`src/rtl/sys_ctrl_regs.sv`:
```
// System control register block: ID/CTRL registers, PLL serial configuration
// shifter, and per-channel frequency measurement over a fixed clk window.
module sys_ctrl_regs #(
    parameter logic [31:0] ID_VAL      = 32'h00800001,
    parameter int unsigned CFG_BITS    = 26,
    parameter int unsigned SCLK_DIV    = 4,
    parameter int unsigned NUM_MEAS    = 2,
    parameter int unsigned FREQ_WINDOW = 62500
) (
    input  logic                clk,
    input  logic                reset,
    input  logic                reg_select,
    input  logic                reg_wr,
    input  logic [3:0]          reg_addr,
    input  logic [31:0]         reg_wdata,
    output logic [31:0]         reg_rdata,
    output logic                pll_nreset,
    output logic                pll_bypass,
    input  logic                pll_locked,
    output logic                pll_sclk,
    output logic                pll_sdi,
    input  logic                pll_sdo,
    output logic                pclk_reset_req,
    output logic                led,
    input  logic [NUM_MEAS-1:0] meas_in
);

    localparam int unsigned BW = (CFG_BITS > 1) ? $clog2(CFG_BITS) : 1;
    localparam int unsigned DW = (SCLK_DIV > 1) ? $clog2(SCLK_DIV) : 1;
    localparam int unsigned WW = $clog2(FREQ_WINDOW);

    typedef enum logic [1:0] {IDLE, LOW, HIGH} state_e;

    logic ctrl_wr, cfg_wr;
    logic pclk_req_q, nreset_q, bypass_q, led_q;
    logic locked_s1_q, locked_s2_q;

    state_e              state_q;
    logic                busy_q, done_q, sclk_q, sdi_q;
    logic [CFG_BITS-1:0] shift_q, cap_q, cap_d;
    logic [BW-1:0]       bit_q;
    logic [DW-1:0]       div_q;
    logic                div_last, bit_last;

    logic [NUM_MEAS-1:0] meas_s1_q, meas_s2_q, meas_s3_q, edge_inc;
    logic [WW-1:0]       win_q;
    logic                win_last;
    logic [23:0]         cnt_q  [NUM_MEAS];
    logic [23:0]         cnt_d  [NUM_MEAS];
    logic [23:0]         freq_q [NUM_MEAS];
    logic                unused_wdata;

    assign ctrl_wr  = reg_select & reg_wr & (reg_addr == 4'd1);
    assign cfg_wr   = reg_select & reg_wr & (reg_addr == 4'd2);
    assign div_last = (div_q == DW'(SCLK_DIV - 1));
    assign bit_last = (bit_q == BW'(CFG_BITS - 1));
    assign win_last = (win_q == WW'(FREQ_WINDOW - 1));
    assign cap_d    = (cap_q << 1) | CFG_BITS'(pll_sdo);
    assign unused_wdata = ^reg_wdata;

    assign pclk_reset_req = pclk_req_q;
    assign pll_nreset     = nreset_q;
    assign pll_bypass     = bypass_q;
    assign led            = led_q;
    assign pll_sclk       = sclk_q;
    assign pll_sdi        = sdi_q;

    always_ff @(posedge clk) begin
        if (reset) begin
            pclk_req_q  <= 1'b1;
            nreset_q    <= 1'b0;
            bypass_q    <= 1'b0;
            led_q       <= 1'b0;
            locked_s1_q <= 1'b0;
            locked_s2_q <= 1'b0;
        end else begin
            locked_s1_q <= pll_locked;
            locked_s2_q <= locked_s1_q;
            if (ctrl_wr) begin
                pclk_req_q <= reg_wdata[0];
                nreset_q   <= reg_wdata[1];
                bypass_q   <= reg_wdata[6];
                led_q      <= reg_wdata[7];
            end
        end
    end

    // shift_q is pre-shifted on entry to HIGH so its MSB is the next bit to drive
    always_ff @(posedge clk) begin
        if (reset) begin
            state_q <= IDLE;
            busy_q  <= 1'b0;
            done_q  <= 1'b0;
            sclk_q  <= 1'b0;
            sdi_q   <= 1'b0;
            shift_q <= '0;
            cap_q   <= '0;
            bit_q   <= '0;
            div_q   <= '0;
        end else begin
            case (state_q)
                IDLE: begin
                    if (cfg_wr) begin
                        shift_q <= reg_wdata[CFG_BITS-1:0];
                        sdi_q   <= reg_wdata[CFG_BITS-1];
                        busy_q  <= 1'b1;
                        done_q  <= 1'b0;
                        bit_q   <= '0;
                        div_q   <= '0;
                        state_q <= LOW;
                    end
                end
                LOW: begin
                    if (div_last) begin
                        div_q   <= '0;
                        sclk_q  <= 1'b1;
                        cap_q   <= cap_d;
                        shift_q <= shift_q << 1;
                        state_q <= HIGH;
                    end else begin
                        div_q <= div_q + DW'(1);
                    end
                end
                HIGH: begin
                    if (div_last) begin
                        div_q  <= '0;
                        sclk_q <= 1'b0;
                        if (bit_last) begin
                            busy_q  <= 1'b0;
                            done_q  <= 1'b1;
                            state_q <= IDLE;
                        end else begin
                            bit_q   <= bit_q + BW'(1);
                            sdi_q   <= shift_q[CFG_BITS-1];
                            state_q <= LOW;
                        end
                    end else begin
                        div_q <= div_q + DW'(1);
                    end
                end
                default: state_q <= IDLE;
            endcase
        end
    end

    always_comb begin
        for (int unsigned n = 0; n < NUM_MEAS; n++) begin
            edge_inc[n] = meas_s2_q[n] & ~meas_s3_q[n] & (cnt_q[n] != 24'hffffff);
            cnt_d[n]    = cnt_q[n] + {23'b0, edge_inc[n]};
        end
    end

    always_ff @(posedge clk) begin
        if (reset) begin
            meas_s1_q <= '0;
            meas_s2_q <= '0;
            meas_s3_q <= '0;
            win_q     <= '0;
            for (int unsigned n = 0; n < NUM_MEAS; n++) begin
                cnt_q[n]  <= '0;
                freq_q[n] <= '0;
            end
        end else begin
            meas_s1_q <= meas_in;
            meas_s2_q <= meas_s1_q;
            meas_s3_q <= meas_s2_q;
            win_q     <= win_last ? '0 : win_q + WW'(1);
            for (int unsigned n = 0; n < NUM_MEAS; n++) begin
                if (win_last) begin
                    freq_q[n] <= cnt_d[n];
                    cnt_q[n]  <= '0;
                end else begin
                    cnt_q[n] <= cnt_d[n];
                end
            end
        end
    end

    always_comb begin
        reg_rdata = 32'hffffffff;
        case (reg_addr)
            4'd0: reg_rdata = ID_VAL;
            4'd1: reg_rdata = {24'b0, led_q, bypass_q, 3'b0, locked_s2_q, nreset_q, pclk_req_q};
            4'd2: begin
                reg_rdata     = 32'(cap_q);
                reg_rdata[31] = busy_q;
                reg_rdata[30] = done_q;
            end
            4'd3: reg_rdata = '0;
            default: begin
                for (int unsigned n = 0; n < NUM_MEAS; n++) begin
                    if (reg_addr == 4'(4 + n))
                        reg_rdata = {8'h0, freq_q[n]};
                end
            end
        endcase
    end

endmodule

```
`config.mk`:
```
export PLATFORM = sky130hd
export DESIGN_NAME = sys_ctrl_regs
export DESIGN_NICKNAME = d
export VERILOG_FILES = /design/src/rtl/sys_ctrl_regs.sv
export SDC_FILE = /design/constraint.sdc
export NUM_CORES = 1
export LEC_CHECK = 0
export BUFFER_PORTS_ARGS = -buffer_cell sky130_fd_sc_hd__buf_2
export CELL_PAD_IN_SITES_DETAIL_PLACEMENT = 0
export CELL_PAD_IN_SITES_GLOBAL_PLACEMENT = 2
export CORE_ASPECT_RATIO = 0.5
export CORE_UTILIZATION = 39
export CTS_BUF_LIST = sky130_fd_sc_hd__clkbuf_4
export DETAILED_ROUTE_END_ITERATION = 12
export GPL_ROUTABILITY_DRIVEN = 0
export HOLD_SLACK_MARGIN = 0.02
export PLACE_DENSITY_LB_ADDON = 0.1
export SYNTH_ARGS = -nofsm -noshare
export SYNTH_HDL_FRONTEND = slang
export SYNTH_SLANG_ARGS = --single-unit
```
`constraint.sdc`:
```
create_clock -name clk -period 3.7 [get_ports clk]
set_clock_uncertainty 0.2 [all_clocks]
set_input_delay 0.74 -clock clk [delete_from_list [all_inputs] [get_ports clk]]
set_output_delay 0.74 -clock clk [all_outputs]
set_load 0.005 [all_outputs]
```
; Word level (Yosys, flattened, before mapping)
; Memory sizes are Yosys's and may differ from the RTL's.
; Cells that the tools add are included.
[classes]
add_sub_neg = 5
eq_ne = 17
n_mux = 47
bitwise_logic = 16
reduce_logical = 15
[op_table]
columns = op, n
row1 = $mux 24, 6
row2 = $pmux 32 s4, 1
row3 = $mux 32, 2
row4 = $mux 26, 2
row5 = $pmux 26 s2, 1
row6 = $add 24x1->24, 2
row7 = $ne 24x24->1 const B, 2
row8 = $or 26x1->26, 1
row9 = $mux 1, 20
row10 = $add 16x1->16 const B, 1
row11 = $eq 16x16->1 const B, 1
row12 = $mux 5, 3
row13 = $mux 2, 5
row14 = $ne 2x2->1 const B, 5
row15 = $pmux 5 s2, 1
row16 = $reduce_and 3->1, 3
row17 = $eq 4x2->1 const B, 2
row18 = $eq 4x3->1 const B, 2
row19 = $pmux 1 s2, 4
row20 = $reduce_and 4->1, 2
row21 = $reduce_bool 2->1, 4
row22 = $and 1x1->1, 7
row23 = $or 1x1->1, 6
row24 = $pmux 2 s3, 1
row25 = 12 further kinds, 16
[word_totals]
regBits = 93
ram_bits = 96
in_bits = 44
out_inout_bits = 38
word_cells = 121
n_memories = 2
[memory_table]
columns = memory, words, width, read_ports, rd_clocked_by_memory_dff, write_ports, line_no
row1 = cnt_q, 2, 24, 2, 0, 2, 48  ; logic [23:0] cnt_q [NUM_MEAS];
row2 = freq_q, 2, 24, 2, 0, 2, 50  ; logic [23:0] freq_q [NUM_MEAS];

; Depth between registers and ports, before layout
; Gate-level depths: netlist (run 1).
[logic_depth]
ltp_word = 6
depth_mapped = 12
depth_no_buf = 10

; Worst setup path before layout (run 1)
; Ideal clock, no wire load.
[synth_timing]
path_kind = reg-to-reg
from = memory cnt_q[1][9]
to = memory freq_q[1][22] (netlist: freq_q[0][46]) (data pin)
setup_time_ns = 0.147
arrival_ns = 2.738
required_time_ns = 3.353
path_slack_ns = 0.615
stages_incl_launch_ff = 13
n_path_buf = 2
synth_period_minus_slack_ns = 3.085
path_cell_list = edfxtp_1 -> nand4_1 -> or2_2 -> clkbuf_1 -> nor4_1 -> a31oi_1 -> ha_1 -> ha_1 -> nand3_1 -> or4_1 -> clkbuf_1 -> or3_1 -> a21oi_1
[synth_rtl]
columns = element, line_no
row1 = start: declaration, 48
row2 = end: declaration, 50

==> results by group, run 1 <==
Outcome
  • Outcome: finished clean

STA
  • Endpoints failing setup: 0
  • RSZ-0062 raised after global routing: false
  • Slew @ Worst Pin: 1.091 ns
  • Post-route minimum period: between 3 and 4 ns
  • Hold_ws: roughly 0.13 ns
  • Endpoints failing hold: 0
  • FMAX: about 300 MHz
  • Setup TNS: 0 ns
  • Final worst path period share: between 80% and 90%
  • Slew HR: 27.24%
  • Fin. max-slew vios: 0

Critical path
  • Worst r2r path cells: 10
  • CP top delay family: simple AND/OR/NAND/NOR gates
  • Flop2flop setup slack: ~0.40 ns
  • Reg-to-reg critical path endpoint: freq_q[0][46]
  • Crit-path max FO: 9
  • CP startpoint: cnt_q[1][9]
  • Required time of the critical path: a little under 4 ns
  • Kind of critical path: reg -> reg
  • Crit path cell chain: nand4_1, or2_2, nor4_1, a31oi_1, ha_1, ha_1, nand3_1, or4_4, or3_1, a21oi_1
  • Critical Path Source Type: register
  • Crit-path max cell delay: roughly 0.5 ns
  • CP Capture Type: register
  • CP Data Arrival Time: around 3.6 ns
  • Worst r2r src: cnt_q[1][9]
  • Top cell by count, worst path: ha_1
  • Slowest CP cell: or4_4
  • Worst path buffer plus inverter count: 0
  • CP Depth: 10

Worst hold path
  • HP Class: in -> reg
  • Worst Hold End: meas_s1_q[1]
  • Worst min-delay path startpoint: meas_in[1]
  • Hold depth: 2

Final layout
  • Final nets: between 1000 and 1500
  • Synth-to-Final Area Change: 11.96%
  • Share of layout cells above drive strength 1: about 15%
  • Final non-filler cell total: roughly 1300
  • ANT cells: 0

CTS
  • Clock sink total: between 150 and 200
  • CTS root buffer: clkbuf_4
  • TritonCTS clock tree: done
  • Worst skew pair latency: approximately 0.6 ns
  • H-tree levels: 4
  • Number of buffers created by CTS: 17
  • Worst-path clk slew: 0.16 ns
  • Largest buffer count on any clock path: 2

Power
  • Cell internal pwr: between 2000 and 3000 uW
  • Psw: 1117 uW
  • VDD IR-drop max: ~0.19 mV
  • Sequential share of power: 59.1%
  • Lkg Pwr: 0.003502 uW
  • Pwr Density: 395.6 nW/um^2
  • Logic gate share of total power: between 10 and 15%
  • Switching Fraction: 27.87%
  • Clk pwr share: approximately 28%

Detailed routing
  • Residual DRC: 0
  • Iteration-0 DRC count of the detailed router: ~550
  • Vias: approximately 7000
  • Vias per inst: between 5 and 6
  • Routed wire length: between 20000 and 25000 um
  • DRT antenna net count: 0
  • Drt wl/cell: around 17 um
  • Pre-antenna DRT Iters: 6

Global route
  • Vias in the first global route: between 6000 and 7000
  • First-pass GRT wire length: roughly 35000 um
  • Initial antenna violation count: 0
  • Largest net degree at the start of global routing: 77
  • GRT overflow: 0
  • All-Layer GR Usage: about a fifth

Placed design
  • I/O Buffers: 75
  • DP HPWL: about 15000 um
  • Placed insts: around 1300

Floorplanning
  • Horiz. Die Dim: between 200 and 250 um
  • Starting Density: between 40% and 50%
  • Die ar.: 23850 um^2
  • Chip height: roughly 110 um
  • FP Rows: 38
  • # IOs: about 80
  • Core area: ~22000 um^2

Synth
  • Fraction of registers with async set/reset: 0%
  • Ys flop type: edfxtp_1
  • Post-synth top area share: about a third
  • Synth area leader: edfxtp_1
  • Sequential element share of the synthesized area: 52.43%
  • Cells after synthesis: ~900
  • Yosys warns: 0
  • Synthesized area per cell: 9.761 um^2
  • Synth cell types: 50
  • Number of synthesized register bits: ~190
  • Synth top area cells: edfxtp_1, dfxtp_1, a21oi_1
  • Synthesized area: about 9000 um^2
  • Post-synth EDFFs: 96

Flow run
  • Total of max-cap violations: 0
==> cells by family (layout without fill, tap and decap cells) <==
kind of cell	Yosys count	after routing	share of synthesized area, %
other	1	48	0.04144
AOI/OAI and AO/OA	238	238	15.20
buffers and inverters	83	143	3.996
adders and majority gates	12	12	1.659
muxes	49	49	5.669
and+or+nand+nor	313	313	16.94
xor gates and xnor gates	42	42	4.065
DFF	189	189	52.43
==> power by group through the flow <==
stage	clock [uW]	sequential, uW	combinational, uW
6_report	1140	2370	500
3_3_place_gp	0	2410	496
5_1_grt	1270	2390	557
3_5_place_dp	0	2420	499
2_1_floorplan	0	2400	356
4_1_cts	1190	2370	502
==> through the flow <==
step / utilization (%) / instance area, um^2 / total power [uW] / setup WS (ns)
final: 45.63 / 10130 / 4008 / 0.3961
after global routing: 45.63 / 10130 / 4217 / 0.08995
after CTS: 45.61 / 10130 / 4061 / 0.2455
after detailed placement: 44.38 / 9853 / 2916 / 0.3014
after global placement: 44.38 / 9853 / 2911 / 0.3905
after floorplan: - / 9225 / 2753 / 0.6153
==> cells in the mapped netlist, drive strengths merged (12+ instances only) <==
cell type and number:
nor2b 13, or4 17, edfxtp 96, xnor2 30, o31ai 14, ha 12
a211oi 26, nand2 79, nor3 14, o21ai 32, nand4 19, dfxtp 93
a21oi 135, buf 28, mux2i 31, inv 19, xor2 12, nand3 36
mux2 18, nor2 89, clkbuf 36
==> cell usage in the layout, fill, tap and decap left out, drive strengths merged, types with 6 or more instances in the layout <==
| cell | Yosys | routed |
|---|---|---|
| buf | 28 | 93 |
| o31ai | 14 | 14 |
| nand4 | 19 | 19 |
| nor2b | 13 | 13 |
| a22oi | 9 | 9 |
| clkinvlp | 0 | 6 |
| dfxtp | 93 | 93 |
| nor3 | 14 | 14 |
| nor2 | 89 | 89 |
| nor4 | 11 | 11 |
| inv | 19 | 20 |
| clkbuf | 36 | 17 |
| a21oi | 135 | 135 |
| mux2i | 31 | 31 |
| or4 | 17 | 17 |
| xor2 | 12 | 12 |
| xnor2 | 30 | 30 |
| mux2 | 18 | 18 |
| ha | 12 | 12 |
| nand2 | 79 | 79 |
| a211oi | 26 | 26 |
| conb | 1 | 48 |
| o21ai | 32 | 32 |
| edfxtp | 96 | 96 |
| nand3 | 36 | 36 |
==> flip-flops by register name, summed over array words and instances, names as in the netlist, 2 cells and up <==
register and flops:
win_q 16, meas_s2_q 2, state_q 2, cnt_q 48
meas_s3_q 2, meas_s1_q 2, div_q 2, shift_q 26
freq_q 48, bit_q 5, cap_q 26
==> worst register-to-register path, delay by kind of cell (launching register included) <==
family          cells  cell delay (ns)
simple gates        6             1.65
compound gates      2             0.34
flops               1             0.49
fa+ha+maj           2             0.48
==> final cells by class <==
class	count	area, um^2
Fill cell	2182	12070
Tap cell	300	375.4
Clock buffer	17	127.6
Clock inverter	14	146.4
Sequential cell	189	4745
Inverter	19	71.32
Timing Repair Buffer	93	523.0
Multi-Input combinational cell	702	4143
==> how the worst max path moves through the flow <==
stage               endpoint  slack [ns]
4_1_cts        freq_q[0][46]        0.25
3_3_place_gp   freq_q[0][44]        0.39
5_1_grt        freq_q[0][46]        0.09
3_5_place_dp   freq_q[0][46]        0.30
2_1_floorplan  freq_q[0][46]        0.62
6_report       freq_q[0][46]        0.40
==> routing by layer <==
metal | routed length [um] | vias up | global-route usage, % | share of wire [%]
met1 | 11890 | 3317 | 28.95 | 54
met3 | 726 | 18 | 4.730 | 3.3
li1 | - | 3526 | - | -
met2 | 9301 | 107 | 27.80 | 42
met5 | 0 | - | 0 | 0
met4 | 279 | 0 | 5.231 | 1.3
==> timing repair <==
| item | CTS | global route |
|---|---|---|
| gates resized for setup | 0 | 1 |
| hold buffers | 0 | 0 |
| endpoints found under the setup margin | 0 | 2 |
| setup buffers | 0 | 0 |
(Power assumes the default switching activity.)
==> inputs of run 2 (changes only) <==
--- a/config.mk
+++ b/config.mk
@@ -7,3 +7,5 @@
 export LEC_CHECK = 0
+export ABC_AREA = 1
 export BUFFER_PORTS_ARGS = -buffer_cell sky130_fd_sc_hd__buf_2
+export CAP_MARGIN = 20
 export CELL_PAD_IN_SITES_DETAIL_PLACEMENT = 0
@@ -11,3 +13,3 @@
 export CORE_ASPECT_RATIO = 0.5
-export CORE_UTILIZATION = 39
+export CORE_UTILIZATION = 37
 export CTS_BUF_LIST = sky130_fd_sc_hd__clkbuf_4
==> constraint.sdc (replaced) <==
create_clock -name clk -period 3.7 [get_ports clk]
set_clock_uncertainty 0.2 [all_clocks]
set_input_delay 1.11 -clock clk [delete_from_list [all_inputs] [get_ports clk]]
set_output_delay 1.11 -clock clk [all_outputs]
set_load 0.005 [all_outputs]
==> run 2 against run 1 <==
Effect of this change: first-iteration DRC count decreased by 8.5%; synthesized area grew 0.87%; worst hold slack improved by 0.072 ns; combinational power shrank 8.2%; via count increased by 5.5%; cell count up 16%; clock power fell by 5%; sequential power about the same; wire length increased by 3.3%; sequential share of layout area decreased by 0.91 points; largest cell class unchanged.
==> results by group, run 2 <==
Global route
  • Initial antenna violation count: 1 (+1)
  • First-pass GRT wire length: 37140 um (+5.7%)
  • All-Layer GR Usage: 19.09% (-0.36 points)
  • Largest net degree at the start of global routing: 61 (-21%)
  • Vias in the first global route: 7022 (+10%)
  • GRT overflow: 0 (unchanged)

Detailed routing
  • Residual DRC: 0 (unchanged)
  • Routed wire length: 22920 um (+3.3%)
  • Iteration-0 DRC count of the detailed router: 507 (-8.5%)
  • DRT antenna net count: 0 (unchanged)
  • Metal2 WL: 9896 um (+6.4%)
  • M1 WL: 11960 um (+0.66%)
  • Vias: 7353 (+5.5%)
  • Drt wl/cell: 14.75 um (-11%)
  • Vias per inst: 4.732 (-9.4%)
  • Pre-antenna DRT Iters: 5 (-1)
  • Met3 wire len: 847 um (+17%)
  • Top Metal Used: met5

STA
  • FMAX: 283.7 MHz (-6.3%)
  • Hold_ws: 0.2047 ns (+0.07249 ns)
  • Setup TNS: 0 ns (unchanged)
  • Endpoints failing setup: 0 (unchanged)
  • Endpoints failing hold: 0 (unchanged)
  • Post-route minimum period: 3.525 ns (+0.2213 ns)
  • Fin. max-slew vios: 0 (unchanged)
  • Slew HR: 60.24% (+33 points)
  • Final worst path period share: 95.27% (+6.0 points)
  • Slew @ Worst Pin: 0.5918 ns (-0.4995 ns)
  • RSZ-0062 raised after global routing: false

Placed design
  • DP HPWL: 16520 um (+9.4%)
  • I/O Buffers: 75 (unchanged)
  • Placed insts: 1522 (+17%)

Critical path
  • Crit-path max cell delay: 0.26 ns (-0.25 ns)
  • CP Capture Type: output pin
  • Worst path buffer plus inverter count: 3 (+3)
  • Required time of the critical path: 2.39 ns (-1.57 ns)
  • Slowest CP cell: nor3_1
  • CP Data Arrival Time: 2.22 ns (-1.34 ns)
  • Kind of critical path: in -> out
  • Worst r2r path cells: 13 (+3)
  • Crit-path max FO: 5 (-4)
  • Crit path cell chain: buf_2, nor2_4, inv_2, nor3_1, nand2_1, a31oi_1, buf_2
  • CP Depth: 7 (-3)
  • Critical Path Source Type: primary input
  • CP top delay family: simple AND/OR/NAND/NOR gates
  • Top cell by count, worst path: buf_2

Floorplanning
  • Starting Density: 37.84% (-2.9 points)
  • Chip height: 113.1 um (+3.1%)
  • Horiz. Die Dim: 224.1 um (+3.1%)
  • Core area: 24120 um^2 (+8.6%)
  • # IOs: 82 (unchanged)
  • Die ar.: 25340 um^2 (+6.2%)
  • FP Rows: 40 (+5.3%)

Final layout
  • Biggest regs: cnt_q (48), freq_q (48)
  • Final non-filler cell total: 1554 (+16%)
  • Share of layout cells above drive strength 1: 14.45% (-0.15 points)
  • Most frequent cells in the layout: nor2_1, nand2_1, edfxtp_1
  • Filler cells: 2547 (+17%)
  • ANT cells: 0 (unchanged)
  • Final nets: 1261 (+17%)
  • Most common library cell in the layout ignoring fill and taps: nor2_1
  • Synth-to-Final Area Change: 13.19%

Synth
  • Largest family of logic cells by synthesized area: simple AND/OR/NAND/NOR gates
  • Synth area leader: edfxtp_1
  • Fraction of registers with async set/reset: 0% (unchanged)
  • Number of synthesized register bits: 189 (unchanged)
  • Ys flop type: edfxtp_1
  • Post-synth EDFFs: 96 (unchanged)
  • Synth cell count leaders: nor2_1, nand2_1, edfxtp_1
  • Synth Area in Compound Gates: 9.692% (-5.5 points)
  • Synth Area in XOR/XNOR: 2.783% (-1.3 points)
  • Simple-Gate Fraction of Synth Area: 25.25% (+8.3 points)
  • Synthesized area per cell: 8.397 um^2 (-14%)
  • Synthesized area: 9128 um^2 (+0.87%)
  • Post-synth top area share: 31.58% (-0.28 points)
  • Synth top area cells: edfxtp_1, dfxtp_1, nor2_1
  • Post-synthesis mux area share: 2.961% (-2.7 points)
  • Sequential element share of the synthesized area: 51.98% (-0.45 points)
  • Cells after synthesis: 1087 (+17%)
  • Yosys warns: 0 (unchanged)
  • Most common cell in the netlist: nor2_1
  • Synth cell types: 38 (-24%)
  • Area share of fa/ha/maj cells after synthesis: 1.645% (-0.014 points)

CTS
  • Worst skew pair latency: 0.61 ns (about the same)
  • Number of buffers created by CTS: 17 (unchanged)
  • H-tree levels: 4 (unchanged)
  • Hold_buf cts: 0 (unchanged)
  • Worst-path clk slew: 0.16 ns (about the same)
  • CTS root buffer: clkbuf_4
  • Clock sink total: 189 (unchanged)
  • TritonCTS clock tree: done
  • Largest buffer count on any clock path: 2 (unchanged)

Worst hold path
  • Hold depth: 2 (unchanged)
  • HP Class: reg -> reg

Power
  • Pwr Density: 380.0 nW/um^2 (-3.9%)
  • VDD IR-drop max: 0.1580 mV (-16%)
  • Lkg Pwr: 0.003811 uW (+8.8%)

Flow run
  • Total of max-cap violations: 0 (unchanged)

Outcome
  • Outcome: finished clean
## run 2: cell families (layout without fill, tap and decap cells)
group / count (synthesis) / after routing
and+or+nand+nor: 552 / 552
DFF: 189 / 189
AOI/OAI and AO/OA: 159 / 159
buffers and inverters: 121 / 205
xor gates and xnor gates: 29 / 29
muxes: 24 / 24
adders and majority gates: 12 / 12
other: 1 / 48
## run 2: repair_timing
action,CTS,global route
gates resized for setup,0,1
buffers inserted,0,0
endpoints found under the setup margin,0,1
hold endpoints to repair,0,0
## run 2: area by class of cell
| class | count | area, um^2 | area share, % |
|---|---|---|---|
| well taps | 336 | 420.4 | 4.069 |
| inverters | 77 | 290.3 | 2.810 |
| clock inverters | 13 | 101.3 | 0.9810 |
| repair buffers | 96 | 570.5 | 5.523 |
| clock buffers | 19 | 142.6 | 1.381 |
| multi-input cells | 824 | 4061 | 39.31 |
| flip-flops and latches | 189 | 4745 | 45.92 |
## run 2: report_power, final
part,total [uW],switching (uW),internal [uW]
logic,459,274,185
registers,2390,72.3,2320
clock network,1080,738,340
total,3930,1080,2840
## run 2: through the flow
stage | total power [uW] | worst slack (ns) | instance area, um^2 | utilization, %
detailed placement | 2899 | 0.07316 | 10080 | 41.79
CTS | 3988 | 0.06557 | 10330 | 42.81
floorplan | 2753 | 0.4771 | 9304 | -
finish | 3926 | 0.1748 | 10330 | 42.83
global route | 4141 | 0.07926 | 10330 | 42.83
global placement | 2892 | 0.09533 | 10080 | 41.79
## run 2: worst min-delay path, stage by stage (launching register included)
cell	delay (ns)
dfxtp_1	0.33
inv_1	0.04
nor2_1	0.03
## run 2: path summary, 6_finish.rpt
path / slack [ns] / to / start
worst max-delay path: 0.17 / reg_rdata[0] / reg_addr[2]
worst min-delay path: 0.20 / locked_s2_q / locked_s1_q
worst max register to register: 0.32 / freq_q[0][41] / cnt_q[1][16]
worst min register to register: 0.20 / locked_s2_q / locked_s1_q
## run 2: routing by layer
metal  vias to the layer above  track usage (%)
met5                         -                0
met4                         2            4.840
met3                        18            4.596
met2                       105            28.57
met1                      3442            27.57
li1                       3786                -
==> inputs of run 3 (changes only) <==
CELL_PAD_IN_SITES_DETAIL_PLACEMENT = 1   (was 0)
CELL_PAD_IN_SITES_GLOBAL_PLACEMENT = 1   (was 2)
CORE_UTILIZATION = 47   (was 37)
==> run 3 against run 2 <==
Effect of this change: final area is 1.1% lower; first-iteration DRC count decreased by 46%; clock power is essentially flat; sequential power about the same; worst hold slack improved by 0.0028 ns; critical endpoint is now reg_rdata[11]; largest cell class unchanged; highest routed layer is now met4.
==> results by group, run 3 (synthesis gave the netlist of run 2 again) <==
Global route
  • Vias in the first global route: 7793 (+11%)
  • All-Layer GR Usage: 25.25% (+6.2 points)
  • First-pass GRT wire length: 38820 um (+4.5%)
  • GRT overflow: 0 (unchanged)
  • Largest net degree at the start of global routing: 61 (unchanged)
  • Initial antenna violation count: 0 (-1)

Floorplanning
  • Horiz. Die Dim: 199.1 um (-11%)
  • Starting Density: 48.81% (+11 points)
  • FP Rows: 35 (-13%)
  • Core area: 18700 um^2 (-22%)
  • # IOs: 82 (unchanged)
  • Chip height: 100.5 um (-11%)
  • Die ar.: 20020 um^2 (-21%)

Detailed routing
  • Pre-antenna DRT Iters: 5 (unchanged)
  • Routed wire length: 24190 um (+5.5%)
  • Top Metal Used: met4
  • Drt wl/cell: 16.42 um (+11%)
  • Iteration-0 DRC count of the detailed router: 276 (-46%)
  • Vias per inst: 5.210 (+10%)
  • Met3 wire len: 1135 um (+34%)
  • DRT antenna net count: 0 (unchanged)
  • Residual DRC: 0 (unchanged)
  • M1 WL: 11230 um (-6.1%)
  • Vias: 7674 (+4.4%)
  • Metal2 WL: 11280 um (+14%)

Final layout
  • Biggest regs: cnt_q (48), freq_q (48)
  • Synth-to-Final Area Change: 11.99%
  • Final nets: 1257 (-0.32%)
  • Share of layout cells above drive strength 1: 14.42% (-0.035 points)
  • ANT cells: 0 (unchanged)
  • Filler cells: 2357 (-7.5%)
  • Most frequent cells in the layout: nor2_1, nand2_1, edfxtp_1
  • Most common library cell in the layout ignoring fill and taps: nor2_1

Power
  • Switching Fraction: 28.05% (+0.44 points)
  • Pwr Density: 386.8 nW/um^2 (+1.8%)
  • Cell internal pwr: 2845 uW (about the same)
  • Sequential share of power: 60.5% (-0.4 points)
  • Logic gate share of total power: 12.0% (+0.3 points)
  • Clk pwr share: 27.5% (about the same)
  • VDD IR-drop max: 0.2194 mV (+39%)
  • Psw: 1109 uW (+2.3%)
  • Lkg Pwr: 0.003808 uW (-0.10%)

Outcome
  • Outcome: finished clean

STA
  • Fin. max-slew vios: 0 (unchanged)
  • Post-route minimum period: 3.541 ns (+0.01628 ns)
  • FMAX: 282.4 MHz (-0.46%)
  • Endpoints failing setup: 0 (unchanged)
  • Endpoints failing hold: 0 (unchanged)
  • Final worst path period share: 95.71% (+0.44 points)
  • Setup TNS: 0 ns (unchanged)
  • Hold_ws: 0.2076 ns (+0.002817 ns)
  • RSZ-0062 raised after global routing: false
  • Slew @ Worst Pin: 0.8687 ns (+0.2769 ns)
  • Slew HR: 41.73% (-19 points)

CTS
  • CTS root buffer: clkbuf_4
  • Number of buffers created by CTS: 17 (unchanged)
  • Largest buffer count on any clock path: 2 (unchanged)
  • Hold_buf cts: 0 (unchanged)
  • H-tree levels: 4 (unchanged)
  • Worst skew pair latency: 0.61 ns (about the same)
  • Clock sink total: 189 (unchanged)
  • Worst-path clk slew: 0.16 ns (about the same)
  • TritonCTS clock tree: done
  • Setup bufs post-CTS: 0 (unchanged)

Placed design
  • DP HPWL: 18020 um (+9.1%)
  • I/O Buffers: 75 (unchanged)

Critical path
  • Crit-path max FO: 24 (+19)
  • Kind of critical path: in -> out
  • Required time of the critical path: 2.39 ns (about the same)
  • CP Data Arrival Time: 2.23 ns (about the same)
  • CP Capture Type: output pin
  • Critical Path Source Type: primary input

Worst hold path
  • HP Class: reg -> reg

Flow run
  • Total of max-cap violations: 0 (unchanged)
-- run 3: cell count changes in the layout (fill, tap and decap cells not counted), moves of 2 or more --
cell,change
clkinv_4,-2
inv_6,+2
inv_4,+3
buf_4,-5
clkinvlp_2,-2
clkinv_1,-3
-- run 3: power by group through the flow --
stage	logic, uW	clock network (uW)	registers [uW]
global placement	449	0	2430
global route	534	1200	2410
detailed placement	473	0	2440
floorplan	341	0	2410
CTS	475	1120	2390
finish	473	1090	2390
-- run 3: worst paths after layout --
path | from | endpoint | slack, ns | cells past startpoint
max | reg_addr[0] | reg_rdata[11] | 0.16 | 9
min | meas_s1_q[1] | meas_s2_q[1] | 0.21 | 2
max reg2reg | cnt_q[1][14] | freq_q[0][37] | 0.33 | 13
min reg2reg | meas_s1_q[1] | meas_s2_q[1] | 0.21 | 2
-- run 3: through the flow --
stage	util [%]	worst slack (ns)	total power [uW]	area, um^2	std cells
2_1_floorplan	-	0.4771	2753	9304	1134
3_3_place_gp	53.31	0.1852	2881	9968	1441
3_5_place_dp	53.31	0.1731	2914	9968	1441
4_1_cts	54.64	0.1692	3991	10220	1473
5_1_grt	54.67	0.06770	4142	10220	1473
6_report	54.67	0.1586	3954	10220	1473
-- run 3: layout make-up --
class	count	area [um^2]	area share (%)
Clock buffer	18	135.1	1.322
Inverter	77	290.3	2.840
Tap cell	259	324.1	3.170
Clock inverter	14	113.9	1.114
Sequential cell	189	4745	46.41
Multi-Input combinational cell	824	4061	39.73
Timing Repair Buffer	92	553.0	5.410
-- run 3: critical path: stages --
cell and delay [ns]:
buf_2 0.14, inv_1 0.09, nor2_1 0.13, nand2_1 0.11
buf_12 0.17, o22ai_1 0.12, o21ai_0 0.10, buf_4 0.15
buf_2 0.12
-- run 3: layer usage --
metal | vias up | global-route usage [%]
met3 | 34 | 4.517
met1 | 3706 | 32.72
met4 | 0 | 9.645
li1 | 3776 | -
met2 | 158 | 42.35
met5 | - | 0
-- run 3: what timing repair did --
action                                  4_1_cts  5_1_grt
endpoints found under the setup margin        0        1
resized for setup                             0        1
hold endpoints to repair                      0        0
